$ cat config.mk
export PLATFORM = sky130hd
export DESIGN_NAME = carfield_apb_periph_decoder
export DESIGN_NICKNAME = d
export VERILOG_FILES = /design/src/rtl/carfield_apb_pkg.sv /design/src/rtl/carfield_apb_addr_decode.sv /design/src/rtl/carfield_apb_periph_decoder.sv
export SDC_FILE = /design/constraint.sdc
export NUM_CORES = 1
export LEC_CHECK = 0
export BUFFER_PORTS_ARGS = -buffer_cell sky130_fd_sc_hd__buf_2
export CAP_MARGIN = 20
export CORE_AREA = 2 2 620 622
export DETAILED_ROUTE_END_ITERATION = 6
export DIE_AREA = 0 0 622 624
export PLACE_DENSITY_LB_ADDON = 0.2
export SLEW_MARGIN = 25
export SYNTH_ARGS = -nofsm -noshare
export SYNTH_HDL_FRONTEND = slang
export SYNTH_SLANG_ARGS = --single-unit
$ cat constraint.sdc
create_clock -name clk_i -period 6.8 [get_ports clk_i]
set_input_delay 0.68 -clock clk_i [delete_from_list [all_inputs] [get_ports clk_i]]
set_output_delay 0.68 -clock clk_i [all_outputs]
set_load 0.01 [all_outputs]
$ cat src/rtl/carfield_apb_pkg.sv
// Shared APB types, decoder FSM states and the default Carfield peripheral address map.
package carfield_apb_pkg;

    localparam int unsigned ApbAddrWidth = 32;
    localparam int unsigned ApbDataWidth = 32;
    localparam int unsigned ApbStrbWidth = ApbDataWidth / 8;

    typedef struct packed {
        logic [ApbAddrWidth-1:0] paddr;
        logic [2:0]              pprot;
        logic                    psel;
        logic                    penable;
        logic                    pwrite;
        logic [ApbDataWidth-1:0] pwdata;
        logic [ApbStrbWidth-1:0] pstrb;
    } apb_req_t;

    typedef struct packed {
        logic [ApbDataWidth-1:0] prdata;
        logic                    pready;
        logic                    pslverr;
    } apb_resp_t;

    // end_addr is exclusive; start_addr == end_addr describes an empty rule.
    typedef struct packed {
        logic [31:0]             idx;
        logic [ApbAddrWidth-1:0] start_addr;
        logic [ApbAddrWidth-1:0] end_addr;
    } apb_rule_t;

    typedef enum logic [2:0] {
        ApbDecIdle   = 3'd0,
        ApbDecSetup  = 3'd1,
        ApbDecAccess = 3'd2,
        ApbDecResp   = 3'd3,
        ApbDecErr    = 3'd4
    } apb_dec_state_e;

    localparam int unsigned CarfieldNumApb = 7;

    localparam logic [31:0] CanBase       = 32'h2000_1000;
    localparam logic [31:0] TimerBase     = 32'h2000_4000;
    localparam logic [31:0] AdvTimerBase  = 32'h2000_5000;
    localparam logic [31:0] WatchdogBase  = 32'h2000_7000;
    localparam logic [31:0] HyperBusBase  = 32'h2000_8000;
    localparam logic [31:0] StreamerBase  = 32'h2000_9000;
    localparam logic [31:0] SpaceWireBase = 32'h2001_9000;
    localparam logic [31:0] PeriphSize    = 32'h0000_1000;
    localparam logic [31:0] StreamerSize  = 32'h0000_8000;

    localparam apb_rule_t CarfieldApbMap [CarfieldNumApb] = '{
        '{idx: 32'd0, start_addr: CanBase,       end_addr: CanBase       + PeriphSize},
        '{idx: 32'd1, start_addr: TimerBase,     end_addr: TimerBase     + PeriphSize},
        '{idx: 32'd2, start_addr: AdvTimerBase,  end_addr: AdvTimerBase  + PeriphSize},
        '{idx: 32'd3, start_addr: WatchdogBase,  end_addr: WatchdogBase  + PeriphSize},
        '{idx: 32'd4, start_addr: HyperBusBase,  end_addr: HyperBusBase  + PeriphSize},
        '{idx: 32'd5, start_addr: StreamerBase,  end_addr: StreamerBase  + StreamerSize},
        '{idx: 32'd6, start_addr: SpaceWireBase, end_addr: SpaceWireBase + PeriphSize}
    };

endpackage

$ cat src/rtl/carfield_apb_addr_decode.sv
// Combinational address-rule match; the lowest-numbered matching rule decides the target.
module carfield_apb_addr_decode
    import carfield_apb_pkg::*;
#(
    parameter int unsigned NumSlaves = 7,
    localparam int unsigned IdxWidth = (NumSlaves > 1) ? $clog2(NumSlaves) : 1
) (
    input  logic [ApbAddrWidth-1:0] addr_i,
    input  apb_rule_t               addr_map_i [NumSlaves],
    output logic [IdxWidth-1:0]     idx_o,
    output logic                    hit_o
);

    // Scan from the top so lower rules overwrite higher ones; rules pointing
    // at a non-existent target are treated as if absent.
    always_comb begin
        idx_o = '0;
        hit_o = 1'b0;
        for (int i = NumSlaves - 1; i >= 0; i--) begin
            if ((addr_map_i[i].start_addr <= addr_i) &&
                (addr_i < addr_map_i[i].end_addr) &&
                (addr_map_i[i].idx < NumSlaves)) begin
                idx_o = addr_map_i[i].idx[IdxWidth-1:0];
                hit_o = 1'b1;
            end
        end
    end

endmodule

$ cat src/rtl/carfield_apb_periph_decoder.sv
// APB 1-to-N address decoder with error responder and access-phase timeout for the
// Carfield peripheral domain.
module carfield_apb_periph_decoder
    import carfield_apb_pkg::*;
#(
    parameter int unsigned NumSlaves     = 7,
    parameter int unsigned AddrWidth     = 32,
    parameter int unsigned DataWidth     = 32,
    parameter int unsigned TimeoutCycles = 255
) (
    input  logic                 clk_i,
    input  logic                 rst_ni,
    input  apb_req_t             slv_req_i,
    output apb_resp_t            slv_resp_o,
    output apb_req_t             mst_req_o  [NumSlaves],
    input  apb_resp_t            mst_resp_i [NumSlaves],
    input  apb_rule_t            addr_map_i [NumSlaves],
    input  logic [NumSlaves-1:0] en_mask_i,
    output logic                 timeout_o,
    output logic [AddrWidth-1:0] err_addr_o
);

    localparam int unsigned IdxWidth = (NumSlaves > 1) ? $clog2(NumSlaves) : 1;
    localparam int unsigned CntWidth = $clog2(TimeoutCycles + 1);

    apb_dec_state_e       state_q, state_d;
    logic [IdxWidth-1:0]  sel_q, sel_d;
    apb_req_t             req_q, req_d;
    logic [DataWidth-1:0] prdata_q, prdata_d;
    logic                 pslverr_q, pslverr_d;
    logic [CntWidth-1:0]  cnt_q, cnt_d;
    logic [AddrWidth-1:0] err_addr_q, err_addr_d;
    logic                 timeout_q, timeout_d;

    logic [IdxWidth-1:0]  dec_idx;
    logic                 dec_hit;

    carfield_apb_addr_decode #(
        .NumSlaves (NumSlaves)
    ) i_addr_decode (
        .addr_i     (slv_req_i.paddr),
        .addr_map_i (addr_map_i),
        .idx_o      (dec_idx),
        .hit_o      (dec_hit)
    );

    always_comb begin
        state_d    = state_q;
        sel_d      = sel_q;
        req_d      = req_q;
        prdata_d   = prdata_q;
        pslverr_d  = pslverr_q;
        cnt_d      = cnt_q;
        err_addr_d = err_addr_q;
        timeout_d  = 1'b0;
        unique case (state_q)
            ApbDecIdle: begin
                cnt_d = '0;
                if (slv_req_i.psel && !slv_req_i.penable) begin
                    req_d = slv_req_i;
                    sel_d = dec_idx;
                    if (dec_hit && en_mask_i[dec_idx]) begin
                        state_d = ApbDecSetup;
                    end else begin
                        state_d    = ApbDecErr;
                        err_addr_d = slv_req_i.paddr[AddrWidth-1:0];
                    end
                end
            end
            ApbDecSetup: state_d = ApbDecAccess;
            ApbDecAccess: begin
                // A completer ready in the final allowed cycle still wins over the timeout.
                if (mst_resp_i[sel_q].pready) begin
                    prdata_d  = mst_resp_i[sel_q].prdata[DataWidth-1:0];
                    pslverr_d = mst_resp_i[sel_q].pslverr;
                    state_d   = ApbDecResp;
                end else if (cnt_q == CntWidth'(TimeoutCycles - 1)) begin
                    state_d    = ApbDecErr;
                    timeout_d  = 1'b1;
                    err_addr_d = req_q.paddr[AddrWidth-1:0];
                end else begin
                    cnt_d = cnt_q + 1'b1;
                end
            end
            ApbDecResp, ApbDecErr: begin
                state_d = ApbDecIdle;
                cnt_d   = '0;
            end
            default: state_d = ApbDecIdle;
        endcase
    end

    always_ff @(posedge clk_i or negedge rst_ni) begin
        if (!rst_ni) begin
            state_q    <= ApbDecIdle;
            sel_q      <= '0;
            req_q      <= '0;
            prdata_q   <= '0;
            pslverr_q  <= 1'b0;
            cnt_q      <= '0;
            err_addr_q <= '0;
            timeout_q  <= 1'b0;
        end else begin
            state_q    <= state_d;
            sel_q      <= sel_d;
            req_q      <= req_d;
            prdata_q   <= prdata_d;
            pslverr_q  <= pslverr_d;
            cnt_q      <= cnt_d;
            err_addr_q <= err_addr_d;
            timeout_q  <= timeout_d;
        end
    end

    // The upstream response is only presented while the requester still selects us.
    always_comb begin
        slv_resp_o = '0;
        if (state_q == ApbDecResp) begin
            slv_resp_o.pready  = slv_req_i.psel;
            slv_resp_o.prdata  = prdata_q;
            slv_resp_o.pslverr = pslverr_q;
        end else if (state_q == ApbDecErr) begin
            slv_resp_o.pready  = slv_req_i.psel;
            slv_resp_o.pslverr = 1'b1;
        end
    end

    always_comb begin
        for (int i = 0; i < NumSlaves; i++) begin
            mst_req_o[i]         = req_q;
            mst_req_o[i].psel    = ((state_q == ApbDecSetup) || (state_q == ApbDecAccess)) &&
                                   (sel_q == IdxWidth'(i));
            mst_req_o[i].penable = (state_q == ApbDecAccess) && (sel_q == IdxWidth'(i));
        end
    end

    assign timeout_o  = timeout_q;
    assign err_addr_o = err_addr_q;

endmodule

==> metrics.md <==
| Metric | Value |
|---|---|
| FMAX | `167 MHz` |
| Worst-Skew Late Latency | `0.57 ns` |
| Post-CTS Hold Buffers | `0` |
| DRT antenna net count | `0` |
| CP Launch Type | `input port` |
| Max Root-Sink Buffers | `3` |
| Synth cell types | `69` |
| Fillcell total | `44800` |
| Minimum clock period | `5.98 ns` |
| RSZ-0062 raised after global routing | `false` |
| H-tree Lvls | `4` |
| CP endpoint kind | `register` |
| Status | `finished clean` |
| Dominant cells by area after synthesis | `ha_1 (25%), dfrtp_1 (17%), buf_4 (14%), o21ai_0 (4.6%), inv_1 (4.5%)` |
| CTS resizes | `0` |
| Register area share after synthesis | `16.9%` |
| Ys async rst share | `100%` |
| Synth Cell Area | `0.0226 sq mm` |
| Largest net degree at the start of global routing | `84` |
| Initial Util | `5.92%` |
| Die Y-Extent | `624 um` |
| Core footprint | `0.381 sq mm` |
| Port Buffer Count | `1577` |
| Finish-stage setup viols | `0` |
| Ports | `1578` |
| Setup Fix Bufs, Post-CTS | `0` |
| Num rows | `227` |
| Aggregate global-route resource usage | `11.1%` |
| Crit-path slowest cell | `nor4_2` |
| Area Overhead vs Synth | `54.4%` |
| Ys Warns | `0` |
| First-pass GRT wire length | `280000 um` |
| Worst VDD drop | `0.145 mV` |
| Area leader, netlist | `ha_1` |
| HPWL after DPL | `206000 um` |
| Clock Skews | `0.0325 ns` |
| Total CTS buffers | `25` |
| Hold Fails Final Rpt | `0` |
| DR vias | `25500` |
| Initial DRC Count | `992` |
| Worst slew margin | `28.1%` |
| Vias per inst | `2.83` |
| TritonCTS Sinks | `152` |
| Gpl congestion | `0.936` |
| Vias in the first global route | `25700` |
| CP arrival | `6.41 ns` |
| Final WS setup | `0.816 ns` |
| Post-synth EDFFs | `0` |
| Hold crit path type | `in2async` |
| Clk Tree Root Cell | `clkbuf_16` |
| Clock Pin Slew Worst Setup and Hold Paths | `0.10 ns` |
| Critical-path cell list | `buf_2 -> inv_1 -> ha_1 -> nand4_1 -> nor4_2 -> buf_4 -> nand3_1 -> o211ai_1 -> and3_1 -> a311oi_2 -> or3_1 -> a21o_1 -> o311a_1 -> o31a_1 -> a21oi_4 -> buf_12 -> mux2_2` |
| Gr ovfl total | `0` |
| Final worst-path cycle share | `88.0%` |
| CTS tree | `done` |
| Synth cell count leaders | `ha_1 (443), buf_4 (432), inv_1 (272), nand2_1 (243), o21ai_0 (207)` |
| Post-synthesis area per instance | `8.25 sq um` |
| Die area | `0.388 sq mm` |
| Layout cells sized above 1 | `46.4%` |
| Initial antenna violation count | `203` |
| Min Hold Slack | `0.108 ns` |
| Yosys reg bits | `152` |
| Leakage | `16.4 nW` |
| NumNets Final | `5348` |
| Cells after Synth | `2737` |
| Die Width | `622 um` |
| DRC viols | `0` |
| DR WL/cell | `25.1 um` |
| Required @ worst endpoint | `7.22 ns` |
| Most used flip-flop cell after synthesis | `dfrtp_1` |
| CP peak stage delay | `0.74 ns` |
| Pwr/cell area | `139 mW/mm^2` |
| Most instantiated library cell after synthesis | `ha_1` |
| CP max FO | `19` |
| Max Slew Vio Count | `0` |
| Syn nets | `4173` |
| CP Class | `in2reg` |
| Worst slack, placed | `0.0177 ns` |
| Least-Margin Pin Slew | `1.05 ns` |
| Drt pass-1 iters | `5` |
| Max Cap Viol | `0` |
| Routed wire length | `226000 um` |
| Total power | `4.86 mW` |
| Share of the synthesized area in the top cell type | `24.6%` |
[sequential cells by signal, summed over array words and instances, names as in the netlist]
register    flops
mst_req_o      72
prdata_q       32
err_addr_o     32
pslverr_q       1
cnt_q           8
sel_q           3
timeout_o       1
state_q         3
[metrics by stage]
stage	instance area (sq um)	setup TNS [ns]	util, %	instances
after global placement	33900	-11.78	8.89	8919
after floorplan	22600	0	-	2737
after CTS	34700	0	9.11	8956
after global routing	34800	0	9.13	8987
final	34800	0	9.14	9008
after detailed placement	34000	0	8.92	8923
[layer usage]
| layer | vias to the layer above | routed length, um | track usage (%) |
|---|---|---|---|
| met5 | - | 328 | 0 |
| met3 | 428 | 11400 | 2.21 |
| met2 | 1199 | 129000 | 23.3 |
| met1 | 12000 | 76800 | 10.8 |
| li1 | 11800 | - | - |
| met4 | 50 | 8140 | 2.94 |
[final cells by class]
type | instances | area [sq um] | share of cell area, %
multi-input combinational | 1812 | 14400 | 41.3
timing repair buffer | 1649 | 8480 | 24.3
tap | 5038 | 6300 | 18.1
sequential | 152 | 3810 | 10.9
inverter | 272 | 1020 | 2.93
clock buffer | 29 | 661 | 1.90
antenna | 52 | 130 | 0.373
clock inverter | 4 | 48.8 | 0.140
[power by group]
group	internal (mW)	total [mW]	switching, mW	leakage, nW
sequential	1.00	1.29	0.290	1.90
clock	0.725	1.33	0.610	0.351
combinational	0.911	2.23	1.32	14.1
total	2.64	4.86	2.22	16.4
[critical path, delay by kind of cell]
kind	cells	cell delay, ns
buf+inv	4	1.12
mux	1	0.35
fa+ha+maj	1	0.39
simple gates	5	2.21
compound gates	6	1.58
[cell usage in the layout, fill, tap and decap left out, types with 9 or more instances in the layout]
master	n
nand3_1	60
o211ai_1	45
a221oi_1	10
a21o_1	25
a211oi_1	16
or3_1	9
dfrtp_1	149
diode_2	52
nand2b_1	14
o21a_1	10
buf_4	67
o21ai_0	204
nor3_1	22
mux2_2	60
nor4_1	53
nand4_1	98
nor2_1	59
a21oi_1	173
inv_1	271
clkbuf_16	25
ha_1	443
buf_2	1577
mux2_1	14
nor2b_1	18
mux4_2	34
nand2_1	242
nor4_2	15
and2_1	35
mux2i_1	34
a2111oi_0	9
[cell families (layout without fill, tap and decap cells)]
family	after synthesis	after routing	synth area share (%)
multiplexers	142	142	8.59
XOR/XNOR	2	2	0.0776
buffers and inverters	773	1954	20.1
AO/OA/AOI/OAI	562	562	15.0
adder cells (fa/ha/maj)	443	443	24.6
other	0	52	0
AND/OR/NAND/NOR	663	663	14.8
flip-flops	152	152	16.9
[path summary, 6_finish.rpt]
check / from / end / slack [ns] / depth (start not counted)
setup / recovery: slv_req_i[71] / err_addr_o[17] / 0.82 / 17
hold / removal: rst_ni / mst_req_o[10] / 0.11 / 1
setup reg to reg: sel_q[1] / err_addr_o[17] / 3.14 / 9
hold reg to reg: prdata_q[18] / prdata_q[18] / 0.47 / 2
max in group asynchronous: rst_ni / prdata_q[28] / 5.48 / 2
min in group clk_i: slv_req_i[19] / mst_req_o[19] / 0.34 / 2
Power figures use the tool's default switching activity.
